===== src/rtl/alu_issue_if.sv =====
// Handshake and data bundle between decode, register file, this issue stage and the ALU.
// The issue stage uses the slave view; the upstream/downstream environment uses the master view.
interface alu_issue_if;
   logic        in_valid;
   logic        in_ready;
   logic [31:0] instr;
   logic [4:0]  rf_a_addr;
   logic [4:0]  rf_b_addr;
   logic [63:0] rf_a_data;
   logic [63:0] rf_b_data;
   logic        flush;
   logic        out_valid;
   logic        out_ready;
   logic [63:0] alu_a;
   logic [63:0] alu_b;
   logic [3:0]  alu_op;
   logic [4:0]  wb_addr;
   logic        wb_en;
   logic        rc;
   logic        illegal;

   modport slave (
      input  in_valid, instr, rf_a_data, rf_b_data, flush, out_ready,
      output in_ready, rf_a_addr, rf_b_addr, out_valid,
             alu_a, alu_b, alu_op, wb_addr, wb_en, rc, illegal
   );

   modport master (
      output in_valid, instr, rf_a_data, rf_b_data, flush, out_ready,
      input  in_ready, rf_a_addr, rf_b_addr, out_valid,
             alu_a, alu_b, alu_op, wb_addr, wb_en, rc, illegal
   );
endinterface


===== src/rtl/alu_issue.sv =====
// nPower issue stage: decodes an instruction into ALU op/operands and holds them
// in the ID/EX register behind a valid/ready handshake with flush.
module alu_issue (
   input  logic   clk,
   input  logic   rst,
   alu_issue_if.slave bus
);

   logic [5:0]  po;
   logic [4:0]  rt;
   logic [4:0]  ra;
   logic [4:0]  rb;
   logic [9:0]  xo10;
   logic [8:0]  xo9;
   logic        rc_bit;
   logic [15:0] imm;

   assign po     = bus.instr[31:26];
   assign rt     = bus.instr[25:21];
   assign ra     = bus.instr[20:16];
   assign rb     = bus.instr[15:11];
   assign xo10   = bus.instr[10:1];
   assign xo9    = bus.instr[9:1];
   assign rc_bit = bus.instr[0];
   assign imm    = bus.instr[15:0];

   logic [63:0] dec_a;
   logic [63:0] dec_b;
   logic [3:0]  dec_op;
   logic [4:0]  dec_wb;
   logic        dec_rc;
   logic        dec_ill;
   logic        use_rs;

   // Logical ops read RS through port A; the RT/RS field doubles as their source.
   always_comb begin
      dec_a   = '0;
      dec_b   = '0;
      dec_op  = 4'b0000;
      dec_wb  = '0;
      dec_rc  = 1'b0;
      dec_ill = 1'b1;
      use_rs  = 1'b0;
      if (po == 6'd31) begin
         if (xo9 == 9'd266) begin
            dec_a   = bus.rf_a_data;
            dec_b   = bus.rf_b_data;
            dec_op  = 4'b0010;
            dec_wb  = rt;
            dec_rc  = rc_bit;
            dec_ill = 1'b0;
         end else if (xo9 == 9'd40) begin
            // subf computes RB - RA, so RB feeds A and RA gets inverted on B
            dec_a   = bus.rf_b_data;
            dec_b   = bus.rf_a_data;
            dec_op  = 4'b0110;
            dec_wb  = rt;
            dec_rc  = rc_bit;
            dec_ill = 1'b0;
         end else if (xo10 == 10'd28 || xo10 == 10'd444 || xo10 == 10'd124) begin
            use_rs  = 1'b1;
            dec_a   = bus.rf_a_data;
            dec_b   = bus.rf_b_data;
            dec_wb  = ra;
            dec_rc  = rc_bit;
            dec_ill = 1'b0;
            if (xo10 == 10'd444)
               dec_op = 4'b0001;
            else if (xo10 == 10'd124)
               dec_op = 4'b1100;
            else
               dec_op = 4'b0000;
         end
      end else if (po == 6'd14) begin
         dec_a   = (ra == 5'd0) ? 64'd0 : bus.rf_a_data;
         dec_b   = {{48{imm[15]}}, imm};
         dec_op  = 4'b0010;
         dec_wb  = rt;
         dec_ill = 1'b0;
      end else if (po == 6'd28 || po == 6'd24) begin
         use_rs  = 1'b1;
         dec_a   = bus.rf_a_data;
         dec_b   = {48'd0, imm};
         dec_op  = (po == 6'd24) ? 4'b0001 : 4'b0000;
         dec_wb  = ra;
         dec_rc  = (po == 6'd28);
         dec_ill = 1'b0;
      end
   end

   assign bus.rf_a_addr = use_rs ? rt : ra;
   assign bus.rf_b_addr = rb;

   logic accept;
   assign bus.in_ready = !bus.out_valid || bus.out_ready;
   assign accept       = bus.in_valid && bus.in_ready && !bus.flush;

   always_ff @(posedge clk) begin
      if (rst) begin
         bus.out_valid <= 1'b0;
         bus.alu_a     <= '0;
         bus.alu_b     <= '0;
         bus.alu_op    <= '0;
         bus.wb_addr   <= '0;
         bus.wb_en     <= 1'b0;
         bus.rc        <= 1'b0;
         bus.illegal   <= 1'b0;
      end else if (bus.flush) begin
         bus.out_valid <= 1'b0;
      end else if (accept) begin
         bus.out_valid <= 1'b1;
         bus.alu_a     <= dec_a;
         bus.alu_b     <= dec_b;
         bus.alu_op    <= dec_op;
         bus.wb_addr   <= dec_wb;
         bus.wb_en     <= !dec_ill;
         bus.rc        <= dec_rc;
         bus.illegal   <= dec_ill;
      end else if (bus.out_valid && bus.out_ready) begin
         bus.out_valid <= 1'b0;
      end
   end

endmodule


===== src/flat_wrapper.sv =====
// flat-port wrapper written by rule: the top's interface ports become plain ports
module alu_issue_flat 
  (clk, rst, bus_in_valid, bus_instr, bus_rf_a_data, bus_rf_b_data, bus_flush, bus_out_ready, bus_in_ready, bus_rf_a_addr, bus_rf_b_addr, bus_out_valid, bus_alu_a, bus_alu_b, bus_alu_op, bus_wb_addr, bus_wb_en, bus_rc, bus_illegal);
  alu_issue_if bus_i ();
  input  logic clk;
  input  logic rst;
  input wire logic [$bits(bus_i.in_valid)-1:0] bus_in_valid;
  input wire logic [$bits(bus_i.instr)-1:0] bus_instr;
  input wire logic [$bits(bus_i.rf_a_data)-1:0] bus_rf_a_data;
  input wire logic [$bits(bus_i.rf_b_data)-1:0] bus_rf_b_data;
  input wire logic [$bits(bus_i.flush)-1:0] bus_flush;
  input wire logic [$bits(bus_i.out_ready)-1:0] bus_out_ready;
  output wire logic [$bits(bus_i.in_ready)-1:0] bus_in_ready;
  output wire logic [$bits(bus_i.rf_a_addr)-1:0] bus_rf_a_addr;
  output wire logic [$bits(bus_i.rf_b_addr)-1:0] bus_rf_b_addr;
  output wire logic [$bits(bus_i.out_valid)-1:0] bus_out_valid;
  output wire logic [$bits(bus_i.alu_a)-1:0] bus_alu_a;
  output wire logic [$bits(bus_i.alu_b)-1:0] bus_alu_b;
  output wire logic [$bits(bus_i.alu_op)-1:0] bus_alu_op;
  output wire logic [$bits(bus_i.wb_addr)-1:0] bus_wb_addr;
  output wire logic [$bits(bus_i.wb_en)-1:0] bus_wb_en;
  output wire logic [$bits(bus_i.rc)-1:0] bus_rc;
  output wire logic [$bits(bus_i.illegal)-1:0] bus_illegal;
  assign bus_i.in_valid = bus_in_valid;
  assign bus_i.instr = bus_instr;
  assign bus_i.rf_a_data = bus_rf_a_data;
  assign bus_i.rf_b_data = bus_rf_b_data;
  assign bus_i.flush = bus_flush;
  assign bus_i.out_ready = bus_out_ready;
  assign bus_in_ready = bus_i.in_ready;
  assign bus_rf_a_addr = bus_i.rf_a_addr;
  assign bus_rf_b_addr = bus_i.rf_b_addr;
  assign bus_out_valid = bus_i.out_valid;
  assign bus_alu_a = bus_i.alu_a;
  assign bus_alu_b = bus_i.alu_b;
  assign bus_alu_op = bus_i.alu_op;
  assign bus_wb_addr = bus_i.wb_addr;
  assign bus_wb_en = bus_i.wb_en;
  assign bus_rc = bus_i.rc;
  assign bus_illegal = bus_i.illegal;
  alu_issue u_core (.clk(clk), .rst(rst), .bus(bus_i));
endmodule

===== config.mk =====
export PLATFORM = sky130hd
export DESIGN_NAME = alu_issue_flat
export DESIGN_NICKNAME = d
export VERILOG_FILES = /design/src/rtl/alu_issue_if.sv /design/src/rtl/alu_issue.sv /design/src/flat_wrapper.sv
export SDC_FILE = /design/constraint.sdc
export NUM_CORES = 1
export LEC_CHECK = 0
export ABC_AREA = 1
export CORE_AREA = 2 2 153 125
export DETAILED_ROUTE_END_ITERATION = 6
export DIE_AREA = 0 0 155 127
export GPL_TIMING_DRIVEN = 1
export PLACE_DENSITY = 0.86
export SLEW_MARGIN = 40
export SYNTH_ARGS = -nofsm -noshare
export SYNTH_HDL_FRONTEND = slang
export SYNTH_SLANG_ARGS = --single-unit

===== constraint.sdc =====
create_clock -name clk -period 2.1 [get_ports clk]
set_clock_uncertainty 0.15 [all_clocks]
set_input_delay 0.315 -clock clk [delete_from_list [all_inputs] [get_ports clk]]
set_output_delay 0.315 -clock clk [all_outputs]
set_load 0.1 [all_outputs]

Word-level counts from Yosys, hierarchy flattened. Cells that the tools add are included.

Bitwise operators: 1. Reductions and logical operators: 14. Mux-type cells: 49. Eq/ne operators: 9.

Operator list (number): $mux 64 (12); $mux 5 (7); $mux 4 (8); $mux 1 (21); $eq 6x5->1 const B (3); $mux 16 (1); $eq 10x5->1 const B (1); $eq 10x7->1 const B (1); $eq 10x9->1 const B (1); $eq 9x6->1 const B (1); $eq 9x9->1 const B (1); $eq 6x4->1 const B (1); $logic_not 5->1 (1); $logic_or 1x1->1 (4); $logic_and 1x1->1 (3); $logic_not 1->1 (3); $reduce_and 2->1 (1); $reduce_bool 2->1 (1); $reduce_or 2->1 (1); $not 1->1 (1).

Bits in registers: 141. Output and inout bits: 152. Logic and storage cells: 81. Input port bits: 165.

Logic depth before layout (Yosys ltp). Gate-level depths: netlist of the first run.

Depth in word-level cells: 8. Depth in mapped cells: 11. Depth with buffers taken out: 11.

Worst setup path after synthesis of the first run. OpenSTA, ideal clock, no wires.

Path type: input -> output. Start: in bus_instr[29]. End: out bus_rf_a_addr[0]. Slack: -1578 ps. Arrival time: 3213 ps. Stages on the path: 7. Required time: 1635 ps. Cells stage by stage: nand2_1 -> clkinv_1 -> nand4_2 -> inv_1 -> nand2_1 -> nand2_1 -> o21ai_0.

Longest elaborated chain between the ends: 6. Elaborated cells on any way between the ends: 9.

Ends and longest elaborated chain: start, declared (line flat_wrapper.sv:8) `input wire logic [$bits(bus_i.instr)-1:0] bus_instr;`; $eq 6x5->1 (line alu_issue.sv:80) `end else if (po == 6'd28 || po == 6'd24) begin`; $logic_or 1x1->1 (line alu_issue.sv:80); $mux 1 (line alu_issue.sv:80); $mux 1 (line alu_issue.sv:74) `end else if (po == 6'd14) begin`; $mux 1 (*) (line alu_issue.sv:44) `if (po == 6'd31) begin`; $mux 5 (*) (line alu_issue.sv:91) `assign bus.rf_a_addr = use_rs ? rt : ra;`; end, declared (line flat_wrapper.sv:14) `output wire logic [$bits(bus_i.rf_a_addr)-1:0] bus_rf_a_addr;`.

Every way passes the cells marked *; elsewhere a longest branch is shown, timed or not.

Final worst setup path of the first run.
Start: in bus_instr[10]. End: out bus_rf_a_addr[1].

Longest elaborated chain between the ends: 8. Elaborated cells on any way between the ends: 10.

Ends and longest elaborated chain: $eq 10x5->1 / $eq 10x9->1 (equally long branches) (line alu_issue.sv:60) `end else if (xo10 == 10'd28 || xo10 == 10'd444 || xo10 == 10'd124) begin`; $logic_or 1x1->1 (line alu_issue.sv:60); $logic_or 1x1->1 (*) (line alu_issue.sv:60); $mux 1 (*) (line alu_issue.sv:60); $mux 1 (*) (line alu_issue.sv:52) `end else if (xo9 == 9'd40) begin`; $mux 1 (*) (line alu_issue.sv:45) `if (xo9 == 9'd266) begin`; $mux 1 (*) (line alu_issue.sv:44); $mux 5 (*) (line alu_issue.sv:91).

Marks and branches as above.

==> impl_metrics.py, run 1 <==
metrics = {
    "setup_path": {
        "crit_required_ns": 1.63,
        "max_stage_delay_ns": 0.29,
        "worstPathCellList": "dlygate4sd2_1 -> nor2_2 -> nand3_2 -> nand3_2 -> nand2_4 -> nand2_8 -> nand2_4 -> o21ai_4 -> buf_12",
        "worstSetupEndpointType": "output pin",
        "cpMaxStageDelayCell": "dlygate4sd2_1",
        "crit_arrival_ns": 1.63,
        "criticalPathCategory": "primary input to output pin",
        "startpoint_type": "primary input",
        "path_max_fanout": 5,
    },
    "synth": {
        "synth_top_family_by_area": "simple AND/OR/NAND/NOR gates",
        "syn_area_um2": 7900,
        "synth_xor_area_frac": 0,
        "synth_simple_gate_area_share": 0.338,
        "yosys.area.top_type": "dfxtp_1",
        "ys_top_cells_by_count": "563 x nand2_1, 201 x a21oi_1, 141 x dfxtp_1",
        "ys_types": 28,
        "synth.area.mux_share": 0,
        "synth-compound-area-share": 0.193,
        "synth_nets": 1469,
        "synthArstFlopShare": 0,
        "avgSynthCellArea_um2": 6.06,
        "synthAdderAreaFrac": 0,
        "synth_top_area_share": 0.357,
        "synth_edf_count": 0,
        "netlist_instances": 1304,
        "yosys.cell_count.top_type": "nand2_1",
        "synth.area.top_cells": "dfxtp_1 36%, nand2_1 27%, a21oi_1 13%",
        "synth_warnings": 0,
        "ys.flop_type": "dfxtp_1",
        "ys_seq_area_frac": 0.357,
        "synth_seq_cells": 141,
    },
    "pwr": {
        "intPower_mw": 4.88,
        "combPwrFrac": 0.168,
        "vdd_drop_max_mv": 0.487,
        "pwr-share-seq": 0.400,
        "p_total_mw": 6.78,
        "clock_power_share": 0.432,
        "p_leak_nw": 5.38,
        "p_switching_mw": 1.91,
        "p_per_area_nw_per_um2": 554,
        "p_sw_frac": 0.281,
    },
    "layout": {
        "fillers": 1507,
        "drive_gt1_frac": 0.196,
        "design_area_um2": 12200,
        "finish.utilization": 0.680,
        "regArea_um2": 2820,
        "multi_input_area_um2": 4420,
        "final_nets": 1790,
        "antenna_cells": 0,
        "area_growth_syn_to_layout_pct": 55.0,
    },
    "global_routing": {
        "antenna_found_initial": 0,
        "overflow": 0,
        "grt.total_usage": 0.294,
        "grt_first_pass_wirelength_um": 46700,
        "grt_start_max_net_pins": 57,
        "grt_pass1_vias": 9201,
    },
    "run": {
        "cap_violations": 0,
    },
    "floorplanning": {
        "fp.dieH_um": 127,
        "coreArea_um2": 18000,
        "die_x_um": 155,
        "ios": 317,
        "rows": 44,
        "start_util": 0.439,
        "fp.dieArea_um2": 19700,
    },
    "timing": {
        "hold_viol": 0,
        "setup_ws_ns": 0.00272,
        "finalSetupViolCount": 0,
        "relSlewSlack": 0.681,
        "fmax_ghz": 0.477,
        "fin_crit_ns": 2.10,
        "fin_tns_setup_ns": 0,
        "worst_pin_slew_ns": 0.478,
        "drv_slew": 0,
        "min_period_over_period": 0.999,
    },
    "drt": {
        "wire_per_inst_um": 16.0,
        "wl_met2_um": 14000,
        "drt_iter0_markers": 842,
        "wirelength_um": 29800,
        "final_antenna_net_count": 0,
        "first_pass_iters": 5,
        "wl_met1_um": 11700,
        "routed.top_layer": "met4",
        "met3_length_um": 3270,
        "vias_per_cell": 5.36,
        "routed-via-count": 10000,
        "drc": 0,
    },
    "run_status": {
        "status": "finished clean",
    },
    "clocking": {
        "clk_latency_ns": 0.41,
        "clock_path_buffers": 2,
        "h-tree-depth": 4,
        "ctsRootBufferMaster": "clkbuf_16",
        "clk_pin_slew_ns": 0.06,
        "cts_buffers": 17,
        "cts.sinks": 141,
        "cts_tree": "done",
    },
    "placed_design": {
        "dpl_cell_area_um2": 11500,
        "portBuffers": 316,
        "hpwl_um": 20600,
        "pre_cts_ws_ns": -0.351,
        "place_congestion": 0.945,
    },
    "hold_path": {
        "hold_path.class": "primary input to flip-flop",
    },
}
[per-layer routing]
layer / GRT usage / up-vias
li1: - / 4790
met1: 0.358 / 4562
met2: 0.498 / 593
met3: 0.0889 / 64
met4: 0.0991 / 0
met5: 0 / -
[logic make-up (layout without fill, tap and decap cells)]
kind of cell / Yosys count / count (layout)
buffers and inverters: 188 / 521
AO/OA/AOI/OAI: 286 / 286
flip-flops: 141 / 141
AND/OR/NAND/NOR: 689 / 690
[power groups by stage]
stage | combinational [mW] | clock (mW) | sequential (mW)
finish | 1.14 | 2.93 | 2.71
global placement | 1.10 | 0 | 2.77
floorplan | 0.313 | 0 | 2.94
CTS | 1.12 | 2.97 | 2.71
global route | 1.18 | 3.09 | 2.71
detailed placement | 1.10 | 0 | 2.77
[state kept, by name (all words and copies together) (netlist names)]
register              flops
u_core.bus.alu_a         64
u_core.bus.alu_b         64
u_core.bus.alu_op         4
u_core.bus.illegal        1
u_core.bus.out_valid      1
u_core.bus.rc             1
u_core.bus.wb_addr        5
u_core.bus.wb_en          1
[metrics by stage]
stage | instances | hold WS [ns]
finish | 1868 | 0.0565
global route | 1868 | 0.0582
CTS | 1866 | 0.0477
floorplan | 1304 | 0.236
global placement | 1824 | 0.303
detailed placement | 1824 | 0.306
[timing repair]
| item | 4_1_cts | 5_1_grt |
|---|---|---|
| endpoints found under the setup margin | 5 | 5 |
| resized for setup | 47 | 22 |
| setup buffers | 9 | 2 |
| pin swaps | 15 | 13 |
| hold buffers | 0 | 0 |
| gates cloned | 1 | 0 |
[worst max-delay path: cells and delay by family]
| kind | cells | cell delay [ns] |
|---|---|---|
| AOI/OAI and AO/OA | 1 | 0.07 |
| buffers and inverters | 2 | 0.48 |
| and+or+nand+nor | 6 | 0.75 |
[cell type report]
class | instances | share of cell area
tap | 230 | 0.0235
sequential | 141 | 0.231
clock buffer | 21 | 0.0376
multi-input combinational | 976 | 0.361
timing repair buffer | 399 | 0.311
inverter | 90 | 0.0280
clock inverter | 11 | 0.00868
[cell usage in the layout (no fill, tap or decap), types with 3 or more instances in the layout]
cell / count
clkbuf_16: 17
clkbuf_2: 7
inv_2: 7
clkinvlp_4: 3
nand2_2: 4
dfxtp_1: 140
nand2_1: 552
clkinv_2: 4
nor2_4: 6
nor2_1: 98
inv_1: 80
buf_4: 200
nor2_2: 4
nand2_4: 7
inv_6: 3
o21ai_4: 5
o21ai_0: 11
buf_12: 36
nand4_1: 3
nand3_1: 3
clkdlybuf4s50_1: 147
a31oi_1: 64
nand3_2: 5
a21oi_1: 201
dlygate4sd2_1: 7
[path summary, 6_finish.rpt]
| path | to | startpoint | slack [ns] | cells past startpoint |
|---|---|---|---|---|
| worst min-delay path | u_core.bus.alu_a[28]$_SDFFE_PP0P_ | rst | 0.06 | 2 |
| worst max register to register | u_core.bus.alu_b[57]$_SDFFE_PP0P_ | u_core.bus.out_valid$_SDFFE_PP0P_ | 0.31 | 8 |
| worst max-delay path | bus_rf_a_addr[1] | bus_instr[10] | 0.003 | 9 |
| worst min register to register | u_core.bus.alu_op[3]$_SDFFE_PP0P_ | u_core.bus.alu_op[3]$_SDFFE_PP0P_ | 0.31 | 2 |
No activity file was read; power rests on OpenSTA's default activity.
==> inputs of run 2 (changes only) <==
SKIP_LAST_GASP = 1   (was default)
clock period = 2.03 ns   (was 2.1 ns; I/O delays follow)
==> run 2 against run 1 <==
Effect of this change:
- the flow now finishes with violations (negative setup slack)
- worst hold slack worse by 0.033 ns
- clock power hardly changed
- combinational power up 8%
- largest cell class unchanged
==> impl_metrics.py, run 2 (synthesis results as in run 1) <==
metrics = {
    "run_status": {
        "status": "complete, but fails checks",
        "violations": "negative setup slack",
    },
    "setup_path": {
        "crit_required_ns": 1.58,
        "criticalPathCategory": "primary input to output pin",
        "r2r_cells": 9,
        "r2r_slack_ns": 0.24,
        "path_max_fanout": 6,
        "r2r_start": "u_core.bus.out_valid$_SDFFE_PP0P_",
        "worstSetupEndpointType": "output pin",
        "worstPathCellList": "clkbuf_2 -> inv_1 -> nor2_1 -> nand3_2 -> nand3_2 -> nand2_4 -> nand2_8 -> nand2_4 -> o21ai_4 -> buf_12",
        "cpMaxStageDelayCell": "nor2_1",
        "max_stage_delay_ns": 0.20,
        "crit_arrival_ns": 1.60,
        "startpoint_type": "primary input",
        "r2r_end": "u_core.bus.alu_b[56]$_SDFFE_PP0P_",
    },
    "clocking": {
        "ctsRootBufferMaster": "clkbuf_16",
        "cts_tree": "done",
        "h-tree-depth": 4,
        "cts_hold_buf": 0,
        "clk_pin_slew_ns": 0.06,
        "clk_latency_ns": 0.41,
        "cts_buffers": 17,
        "clock_path_buffers": 2,
        "cts.sinks": 141,
    },
    "drt": {
        "routed-via-count": 10300,
        "wirelength_um": 31600,
        "vias_per_cell": 5.43,
        "drt_iter0_markers": 902,
        "wire_per_inst_um": 16.7,
        "drc": 0,
        "final_antenna_net_count": 0,
        "first_pass_iters": 6,
    },
    "floorplanning": {
        "fp.dieH_um": 127,
        "coreArea_um2": 18000,
        "ios": 317,
        "rows": 44,
        "die_x_um": 155,
        "start_util": 0.439,
        "fp.dieArea_um2": 19700,
    },
    "global_routing": {
        "grt_start_max_net_pins": 53,
        "antenna_found_initial": 0,
        "grt_pass1_vias": 9807,
        "grt.total_usage": 0.310,
        "overflow": 0,
        "grt_first_pass_wirelength_um": 49000,
    },
    "pwr": {
        "vdd_drop_max_mv": 0.521,
        "p_switching_mw": 2.02,
        "p_leak_nw": 5.53,
        "p_sw_frac": 0.290,
        "p_per_area_nw_per_um2": 558,
        "clock_power_share": 0.422,
        "combPwrFrac": 0.176,
        "intPower_mw": 4.95,
        "pwr-share-seq": 0.403,
    },
    "layout": {
        "antenna_cells": 0,
        "final_nets": 1818,
        "design_area_um2": 12500,
        "final_common_cell": "nand2_1",
        "drive_gt1_frac": 0.212,
        "reg_top3": "u_core.bus.alu_a: 64 flops, u_core.bus.alu_b: 64 flops, u_core.bus.wb_addr: 5 flops",
        "mostFrequentLayoutCells": "552 x nand2_1, 222 x buf_4, 201 x a21oi_1",
        "area_growth_syn_to_layout_pct": 58.2,
    },
    "timing": {
        "fin_tns_setup_ns": -0.0265,
        "fin_crit_ns": 2.06,
        "finalSetupViolCount": 1,
        "worst_pin_slew_ns": 0.545,
        "hold_viol": 0,
        "setup_ws_ns": -0.0265,
        "drv_slew": 0,
        "relSlewSlack": 0.636,
        "min_period_over_period": 1.01,
        "fmax_ghz": 0.486,
    },
    "hold_path": {
        "min_from": "rst",
        "holdPathStages": 2,
        "worst_hold_path.endpoint": "u_core.bus.alu_b[35]$_SDFFE_PP0P_",
        "hold_path.class": "primary input to flip-flop",
    },
    "placed_design": {
        "portBuffers": 316,
        "dpl_cell_area_um2": 11700,
        "place_congestion": 0.926,
        "hpwl_um": 21600,
    },
    "run": {
        "cap_violations": 0,
    },
}
## run 2: worst max-delay path by stage
stage,cells past startpoint,to,startpoint
floorplan,7,bus_rf_a_addr[0],bus_instr[29]
global placement,11,bus_rf_a_addr[2],bus_instr[2]
detailed placement,10,bus_rf_a_addr[1],bus_instr[4]
CTS,10,bus_rf_a_addr[1],bus_instr[4]
global route,10,bus_rf_a_addr[1],bus_instr[30]
finish,10,bus_rf_a_addr[1],bus_instr[9]
## run 2: repair_timing
action | in CTS | in global routing
cloned | 1 | 0
resized for setup | 59 | 17
pin swaps | 17 | 11
endpoints found under the setup margin | 5 | 5
hold endpoints to repair | 0 | 0
buffers inserted | 22 | 4
## run 2: per-layer routing
layer  vias to the layer above  part of all wire  GRT usage
li1                       4852                 -          -
met1                      4665              0.37      0.360
met2                       646              0.46      0.521
met3                       126              0.11     0.0933
met4                         0             0.050      0.155
met5                         -                 0          0
## run 2: final cells by class
class	count	area, µm²
fillers	1446	5510
multi-input cells	976	4420
repair buffers	427	4070
flip-flops and latches	141	2820
clock buffers	21	460
inverters	90	343
well taps	230	288
clock inverters	11	85.1
## run 2: power by group through the flow
stage               combinational (mW)  sequential (mW)  clock, mW
detailed placement                1.16             2.87          0
global placement                  1.15             2.87          0
finish                            1.23             2.81       2.94
floorplan                        0.324             3.04          0
CTS                               1.20             2.81       2.97
global route                      1.27             2.81       3.09
## run 2: stage by stage
| step | setup slack [ns] | hold slack (ns) | total power [mW] | cells | util |
|---|---|---|---|---|---|
| final | -0.0265 | 0.0232 | 6.97 | 1896 | 0.694 |
| after global routing | -0.0380 | 0.0126 | 7.16 | 1896 | 0.694 |
| after CTS | 0.00474 | 0.0121 | 6.97 | 1892 | 0.694 |
| after detailed placement | -0.414 | 0.307 | 4.03 | 1837 | 0.648 |
| after global placement | -0.324 | 0.303 | 4.02 | 1837 | 0.648 |
| after floorplan | 0.0369 | 0.226 | 3.37 | 1304 | - |
## run 2: critical path: cells and delay by family
kind / cells / cell delay [ns]
AND/OR/NAND/NOR: 6 / 0.76
AO/OA/AOI/OAI: 1 / 0.09
buffers and inverters: 3 / 0.44
